===== src/rtl/peak_scan_pkg.sv =====
// Shared types, defaults and helpers for the peak scanner.
//   state_t  : scan FSM states
//   DEF_*    : default parameter values
//   mag_fold : ones'-complement magnitude fold of a sign-extended sample
package peak_scan_pkg;

  localparam int unsigned DEF_DW         = 48;
  localparam int unsigned DEF_NCH        = 4;
  localparam int unsigned DEF_WIN_CYC    = 150000;
  localparam int unsigned DEF_SETTLE_CYC = 4;

  // Working width of mag_fold; callers sign-extend samples up to it.
  localparam int unsigned FOLD_W = 64;

  typedef enum logic [2:0] {
    ST_IDLE,
    ST_SELECT,
    ST_SETTLE,
    ST_MEASURE,
    ST_COMMIT
  } state_t;

  // For a negative value the MSB is 1, so ~x equals {1'b0, ~x[W-2:0]}.
  // This holds at any width after sign extension.
  function automatic logic [FOLD_W-1:0] mag_fold(input logic [FOLD_W-1:0] x);
    return x[FOLD_W-1] ? ~x : x;
  endfunction

endpackage


===== src/rtl/peak_track.sv =====
// Magnitude register and running-max tracker for the selected channel.
//   clk, rst   : clock, synchronous active-low reset
//   sample     : raw two's-complement sample of the selected channel
//   clr        : force the running max to 0 at the next edge
//   upd        : let the registered magnitude update the running max
//   peak_nxt_c : running max including this cycle's update (combinational)
module peak_track
  import peak_scan_pkg::*;
#(
  parameter int unsigned DW = DEF_DW
) (
  input  logic          clk,
  input  logic          rst,
  input  logic [DW-1:0] sample,
  input  logic          clr,
  input  logic          upd,
  output logic [DW-1:0] peak_nxt_c
);

  logic [FOLD_W-1:0] sample_ext;
  logic [DW-1:0]     mag_q;
  logic [DW-1:0]     peak_q;

  assign sample_ext = FOLD_W'($signed(sample));
  assign peak_nxt_c = (upd && (mag_q > peak_q)) ? mag_q : peak_q;

  // One-cycle magnitude pipeline and running max; clear wins over update.
  always_ff @(posedge clk) begin
    if (!rst) begin
      mag_q  <= '0;
      peak_q <= '0;
    end else begin
      mag_q  <= DW'(mag_fold(sample_ext));
      peak_q <= clr ? '0 : peak_nxt_c;
    end
  end

endmodule


===== src/rtl/peak_scan_ctrl.sv =====
// Round-robin peak scanner: per enabled channel, settle, measure the peak
// magnitude over a fixed window, and commit it to a readable result bank.
//   clk, rst        : clock, synchronous active-low reset
//   en, ch_mask     : scan enable and per-channel enable (sampled at SELECT)
//   data_in         : NCH packed samples, channel k at [k*DW +: DW]
//   rd_req, rd_ch   : single-cycle read request
//   rd_ack, rd_data, rd_fresh : read response, one cycle after the request
//   cur_ch, busy, scan_done   : status
module peak_scan_ctrl
  import peak_scan_pkg::*;
#(
  parameter int unsigned DW         = DEF_DW,
  parameter int unsigned NCH        = DEF_NCH,
  parameter int unsigned WIN_CYC    = DEF_WIN_CYC,
  parameter int unsigned SETTLE_CYC = DEF_SETTLE_CYC
) (
  input  logic                    clk,
  input  logic                    rst,
  input  logic                    en,
  input  logic [NCH-1:0]          ch_mask,
  input  logic [NCH*DW-1:0]       data_in,
  input  logic                    rd_req,
  input  logic [$clog2(NCH)-1:0]  rd_ch,
  output logic                    rd_ack,
  output logic [DW-1:0]           rd_data,
  output logic                    rd_fresh,
  output logic [$clog2(NCH)-1:0]  cur_ch,
  output logic                    busy,
  output logic                    scan_done
);

  localparam int unsigned CHW     = $clog2(NCH);
  localparam int unsigned DIW     = $clog2(NCH * DW);
  localparam int unsigned CNT_MAX = (WIN_CYC > SETTLE_CYC) ? WIN_CYC : SETTLE_CYC;
  localparam int unsigned CW      = $clog2(CNT_MAX) + 1;
  localparam logic [CW-1:0] SETTLE_LAST = CW'(SETTLE_CYC - 1);
  localparam logic [CW-1:0] WIN_LAST    = CW'(WIN_CYC - 1);

  state_t           state_q, state_nxt;
  logic [CW-1:0]    cnt_q;
  logic [CHW-1:0]   rr_ptr_q;
  logic [NCH-1:0]   mask_q;
  logic             meas_q;
  logic [DW-1:0]    result_q [NCH];
  logic [NCH-1:0]   fresh_q;

  logic [CHW-1:0]   sel_ch_c;
  logic             sel_found_c;
  logic [CHW-1:0]   hi_ch_c;
  logic [DIW-1:0]   base_c;
  logic [DW-1:0]    sample_c;
  logic [DW-1:0]    peak_nxt_c;

  assign base_c   = DIW'(cur_ch) * DIW'(DW);
  assign sample_c = data_in[base_c +: DW];

  // The magnitude register adds a cycle, so updates run one cycle behind
  // MEASURE; the last window sample lands in the COMMIT cycle via peak_nxt_c.
  peak_track #(.DW(DW)) u_track (
    .clk        (clk),
    .rst        (rst),
    .sample     (sample_c),
    .clr        (state_q != ST_MEASURE),
    .upd        (meas_q),
    .peak_nxt_c (peak_nxt_c)
  );

  // Next set mask bit after the last committed channel; smallest offset wins.
  always_comb begin
    sel_found_c = 1'b0;
    sel_ch_c    = '0;
    for (int i = int'(NCH); i >= 1; i--) begin
      if (ch_mask[CHW'((int'(rr_ptr_q) + i) % int'(NCH))]) begin
        sel_found_c = 1'b1;
        sel_ch_c    = CHW'((int'(rr_ptr_q) + i) % int'(NCH));
      end
    end
  end

  // Highest channel of the round's mask, which marks the end of a round.
  always_comb begin
    hi_ch_c = '0;
    for (int unsigned c = 0; c < NCH; c++) begin
      if (mask_q[CHW'(c)]) hi_ch_c = CHW'(c);
    end
  end

  // Next-state logic.
  always_comb begin
    state_nxt = state_q;
    case (state_q)
      ST_IDLE:    if (en && |ch_mask) state_nxt = ST_SELECT;
      ST_SELECT:  state_nxt = sel_found_c ? ST_SETTLE : ST_IDLE;
      ST_SETTLE:  if (cnt_q == SETTLE_LAST) state_nxt = ST_MEASURE;
      ST_MEASURE: if (cnt_q == WIN_LAST) state_nxt = ST_COMMIT;
      ST_COMMIT:  state_nxt = (en && |ch_mask) ? ST_SELECT : ST_IDLE;
      default:    state_nxt = ST_IDLE;
    endcase
  end

  // State, counters, result bank and registered outputs.
  always_ff @(posedge clk) begin
    if (!rst) begin
      state_q   <= ST_IDLE;
      cnt_q     <= '0;
      rr_ptr_q  <= CHW'(NCH - 1);
      mask_q    <= '0;
      meas_q    <= 1'b0;
      fresh_q   <= '0;
      for (int unsigned k = 0; k < NCH; k++) result_q[CHW'(k)] <= '0;
      cur_ch    <= '0;
      busy      <= 1'b0;
      scan_done <= 1'b0;
      rd_ack    <= 1'b0;
      rd_data   <= '0;
      rd_fresh  <= 1'b0;
    end else begin
      state_q   <= state_nxt;
      busy      <= (state_nxt != ST_IDLE);
      meas_q    <= (state_q == ST_MEASURE);
      scan_done <= (state_q == ST_MEASURE) && (cnt_q == WIN_LAST) && (cur_ch == hi_ch_c);

      if ((state_q == ST_SETTLE || state_q == ST_MEASURE) && state_nxt == state_q)
        cnt_q <= cnt_q + CW'(1);
      else
        cnt_q <= '0;

      if (state_q == ST_SELECT) begin
        mask_q <= ch_mask;
        if (sel_found_c) cur_ch <= sel_ch_c;
      end

      if (state_q == ST_COMMIT) begin
        result_q[cur_ch] <= peak_nxt_c;
        rr_ptr_q         <= cur_ch;
      end

      // Read returns pre-edge values; a same-cycle commit leaves fresh set.
      rd_ack <= rd_req;
      if (rd_req) begin
        rd_data  <= result_q[rd_ch];
        rd_fresh <= fresh_q[rd_ch];
      end
      for (int unsigned k = 0; k < NCH; k++) begin
        if (state_q == ST_COMMIT && cur_ch == CHW'(k))
          fresh_q[CHW'(k)] <= 1'b1;
        else if (rd_req && rd_ch == CHW'(k))
          fresh_q[CHW'(k)] <= 1'b0;
      end
    end
  end

endmodule


===== config.mk =====
export PLATFORM = sky130hd
export DESIGN_NAME = peak_scan_ctrl
export DESIGN_NICKNAME = d
export VERILOG_FILES = /design/src/rtl/peak_scan_pkg.sv /design/src/rtl/peak_track.sv /design/src/rtl/peak_scan_ctrl.sv
export SDC_FILE = /design/constraint.sdc
export NUM_CORES = 1
export LEC_CHECK = 0
export CAP_MARGIN = 10
export CORE_MARGIN = 2
export CORE_UTILIZATION = 61
export CTS_CLUSTER_SIZE = 40
export DETAILED_ROUTE_END_ITERATION = 7
export PLACE_DENSITY_LB_ADDON = 0.1
export SYNTH_ARGS = -nofsm -noshare
export SYNTH_HDL_FRONTEND = slang
export SYNTH_SLANG_ARGS = --single-unit

===== constraint.sdc =====
create_clock -name clk -period 8.3 [get_ports clk]
set_clock_uncertainty 0.1 [all_clocks]
set_input_delay 1.245 -clock clk [delete_from_list [all_inputs] [get_ports clk]]
set_output_delay 1.245 -clock clk [all_outputs]
set_load 0.01 [all_outputs]

# Word-level counts from Yosys, hierarchy flattened
# Memories as Yosys holds them, arrays and structs flattened. A register that Yosys moved wholly into a read port is not among the register bits.
# Cells that the tools add are included.
[word_totals]
ram_bits = 192
n_memories = 1
elab_cells = 125
ff_bits = 135
[memory_table]
columns = ["name", "depth", "width", "read_ports", "rd_ports_with_merged_regs", "wr", "line", "source"]
rows = [
  ["result_q", 4, 48, 1, 1, 4, "peak_scan_ctrl.sv:44", "logic [DW-1:0] result_q [NCH];"],
]
[op_classes]
mul = 1
reduce_logical = 29
n_bitwise = 2
n_shift = 1
eq_ne = 15
n_lt_le_gt_ge = 6
n_mux = 48
add_sub_neg = 5
[ops]
columns = ["cell", "count"]
rows = [
  ["192-bit by 9-bit variable part select with 48-bit output", 1],
  ["48-bit 2-to-1 mux", 2],
  ["48-bit > comparator", 1],
  ["48-bit inverter", 1],
  ["48-bit OR reduction", 1],
  ["47-bit 2-to-1 mux", 1],
  ["1-bit 2-to-1 mux", 28],
  ["19-bit by 1-bit adder with 19-bit output (second input constant)", 1],
  ["19-bit by 18-bit equality test with 1-bit output (second input constant)", 1],
  ["19-bit by 2-bit equality test with 1-bit output (second input constant)", 1],
  ["2-bit by 4-bit < comparator with 1-bit output (second input constant)", 4],
  ["2-bit 2-to-1 mux", 8],
  ["3-bit case mux with 5 select lines", 1],
  ["1-bit logical AND", 13],
  ["1-bit binary-select mux with 2-bit select", 5],
  ["3-bit 2-to-1 mux", 3],
  ["2-bit equality test (second input constant)", 4],
  ["2-bit nonzero test", 4],
  ["3-bit by 2-bit equality test with 1-bit output (second input constant)", 2],
  ["2-bit AND reduction", 3],
  ["2-bit by 1-bit adder with 2-bit output (second input constant)", 2],
  ["2-bit adder (second input constant)", 2],
  ["2-bit by 1-bit equality test with 1-bit output (second input constant)", 2],
  ["2-bit zero test", 2],
  ["other kinds (14)", 14],
]

# Depth between registers and ports, before layout
[depth]
ltp_word = 13
depth_mapped = 12
mapped_depth_nobuf = 9

# Hierarchy
# Synthesis repeated with hierarchy kept, for this count alone.
[hier_totals]
hier_cells = 1513
hier_area_um2 = 18378.9
[by_module_without_submodules]
columns = ["module", "area_per_inst_um2", "seq_area_each_um2", "n_inst", "cells_per_inst"]
rows = [
  ["peak_scan_ctrl", 12976.2, 7487.2, 1, 924],
  ["peak_track", 5402.7, 1921.8, 1, 589],
]

# Worst setup path after synthesis
# OpenSTA, ideal clock, no wires.
[synth_path]
path_type = "in2reg"
from = "in rst"
to = "mem result_q[2][0] in the netlist's numbering, enable pin"
path_stages = 5
setup_slack_ns = 4.711
arrival_time_ns = 3.075
n_path_buf = 2
path_cell_list = "nand2_1 nor3b_1 buf_2 buf_2 nand2b_1"
[synth_rtl]
columns = ["item", "line", "source"]
rows = [
  ["start, declared", "peak_scan_ctrl.sv:18", "input logic rst,"],
  ["end, declared", "peak_scan_ctrl.sv:44", ""],
]

==> flow_summary.ini <==
[drt]
avgViaCountPerCell = 5.77
detail-route-antenna-nets = 0
dr.pass1.iters = 5
drt-initial-drc-count = 1385
avgRoutedWirePerCell_um = 18.6
drc = 0
drt-total-wl_um = 46400
vias = 14400

[floorplan]
core_um2 = 32500
start_util = 0.621
row_count = 66
fp.dieW_um = 186
die_area_um2 = 34600
die_h_um = 186
io_pins = 256

[critical_path]
cp-end-kind = flip-flop
worstPathMaxFanout = 65
r2r-end = result_q[2][9]$_SDFFCE_PN0P_
rr_startpoint = u_track.peak_q[47]$_SDFF_PP0_
slowest_delay_ns = 0.94
crit_chain = inv_1 > ha_1 > nand4_1 > nor4_1 > nor3b_1 > o21ai_1 > a21oi_4 > buf_4 > mux2i_1
slowest_stage = buf_4
r2r_slack_ns = 3.70
worstRegToRegCells = 9
crit_type = reg -> reg
worstPathArrival_ns = 4.73
cp-start-kind = flip-flop
worst_ep_required_time_ns = 8.43

[clock_tree]
ctsResizeCount = 0
clockRootBuffer = clkbuf_16
tritoncts = built
cts_hold_buf = 0
cts_made_buffers = 40
htreeDepth = 2
cts.sinks = 374
path_clk_slew_ns = 0.06
clock_path_buffers = 3
clk_latency_ns = 0.53
cts_setup_buffers = 0

[layout]
antennaDiodeCount = 0
final_util = 0.735
nNetsFinal = 2273
syn_to_final_growth_pct = 18.4
post_layout_nonfiller_instances = 2494
drive_gt1_frac = 0.0906

[global_route]
grt_max_degree = 99
grt_pass1_vias = 14100
antenna_found_initial = 0
grt_pass1_wl_um = 73400
grt_usage = 0.272
grt_overflow = 0

[yosys]
synthesis.nets = 2089
netlist_area_um2 = 20200
synthCells = 1838
synth_top_area_frac = 0.285
yosysTopAreaCell = edfxtp_1
post_synth.cell_area_avg_um2 = 11.0
synth_most_common_cell = nand2_1
ys_types = 51
yosys_register_bits = 374
synth_common_cells = 515 x nand2_1, 294 x mux2i_1, 192 x edfxtp_1, 182 x dfxtp_1, 97 x mux4_2
synth-edff-count = 192
synthFlopType = edfxtp_1
async_flop_share = 0
yosys_warnings = 0
seq_area_frac_synth = 0.466
synth_area_leaders = edfxtp_1 29%, dfxtp_1 18%, mux2i_1 15%, mux4_2 11%, nand2_1 9.6%

[timing]
worst_slew_pin_slew_ns = 1.10
max_freq_mhz = 218
rsz0062_at_grt = no
fin_crit_ns = 4.60
relSlewSlack = 0.267
period_share = 0.554
hold_viol = 0
tns_ns = 0
final-max-slew-violation-count = 0
setup_viol = 0

[place]
routabilityCongestion = 0.811
dpl.cell_count = 2422
portBuffers = 255
dp.final_hpwl_um = 28500

[hold_path]
min_path_type = reg -> reg
hold_depth = 1
hp-start = cnt_q[0]$_SDFF_PN0_
whs_endpoint = cnt_q[0]$_SDFF_PN0_

[flow_run]
max_cap_viol_count = 0

[pwr]
ir_worst_vdd_mv = 0.123
p_per_area_nw_per_um2 = 183
p_leak_uw = 0.00763

[status]
outcome = completed
==> registers in the layout (all words and copies together) (netlist names) <==
signal / cells
busy: 1
result_q: 192
scan_done: 1
mask_q: 3
rr_ptr_q: 2
rd_ack: 1
u_track.peak_q: 48
fresh_q: 4
u_track.mag_q: 48
cnt_q: 19
cur_ch: 2
rd_data: 48
meas_q: 1
state_q: 3
rd_fresh: 1
==> how the worst max path moves through the flow <==
stage,slack (ns),end,start
2_1_floorplan,4.71,result_q[2][0]$_SDFFCE_PN0P_,rst
3_3_place_gp,3.96,result_q[3][11]$_DFFE_PP_,u_track.peak_q[47]$_SDFF_PP0_
3_5_place_dp,3.78,result_q[1][3]$_SDFFCE_PN0P_,u_track.peak_q[47]$_SDFF_PP0_
4_1_cts,3.73,result_q[3][1]$_DFFE_PP_,u_track.peak_q[47]$_SDFF_PP0_
5_1_grt,3.42,result_q[3][1]$_DFFE_PP_,u_track.peak_q[47]$_SDFF_PP0_
6_report,3.70,result_q[2][9]$_SDFFCE_PN0P_,u_track.peak_q[47]$_SDFF_PP0_
==> critical path, delay by kind of cell (launching register included) <==
kind                       cells  cell delay, ns
muxes                          1            0.20
buffers and inverters          2            1.02
and+or+nand+nor                3            1.10
AOI/OAI and AO/OA              2            1.05
DFF                            1            0.43
adders and majority gates      1            0.32
==> layout make-up <==
type                       count  area (µm²)
inverter                      49         184
tap                          442         553
sequential                   374        9410
clock inverter                12         106
clock buffer                  60        1120
timing repair buffer         273        2680
multi-input combinational   1284        9870
fill                        2309        8620
==> power by group <==
group	total (µW)	switching [µW]	internal [µW]
Sequential	2130	88.8	2040
Combinational	554	244	310
Clock	1700	710	991
==> routing by layer <==
layer	part of all wire	vias to the layer above	track usage	routed length, µm
met3	0.068	99	0.0374	3160
met4	0.026	0	0.0816	1210
met2	0.49	534	0.467	22900
met1	0.41	6985	0.361	19200
met5	0	-	0	0
li1	-	6764	-	-
==> cells by family after synthesis <==
kind of cell / synth area share
AOI/OAI and AO/OA: 0.0172
other: 0.000186
xor gates and xnor gates: 0.0282
and+or+nand+nor: 0.156
adders and majority gates: 0.0304
muxes: 0.254
buffers and inverters: 0.0486
DFF: 0.466
==> placed cells by master, fill, tap and decap left out, types with 41 or more instances in the layout <==
master,synthesis,final
and2_1,51,50
nor2b_1,56,56
edfxtp_1,192,192
nand2_1,515,513
ha_1,49,49
mux4_2,97,97
mux2i_1,294,294
inv_1,49,49
clkdlybuf4s50_1,0,251
clkbuf_16,0,41
dfxtp_1,182,180
xor2_1,60,60
==> metrics by stage <==
step | hold slack (ns) | power (µW) | setup WS, ns | area [µm²]
after global placement | 0.346 | 2710 | 3.96 | 22700
after floorplan | 0.330 | 2470 | 4.71 | 20200
after CTS | 0.367 | 4410 | 3.73 | 23900
after global routing | 0.394 | 4540 | 3.42 | 23900
final | 0.362 | 4380 | 3.70 | 23900
after detailed placement | 0.353 | 2720 | 3.78 | 22700
(Power assumes the default switching activity.)
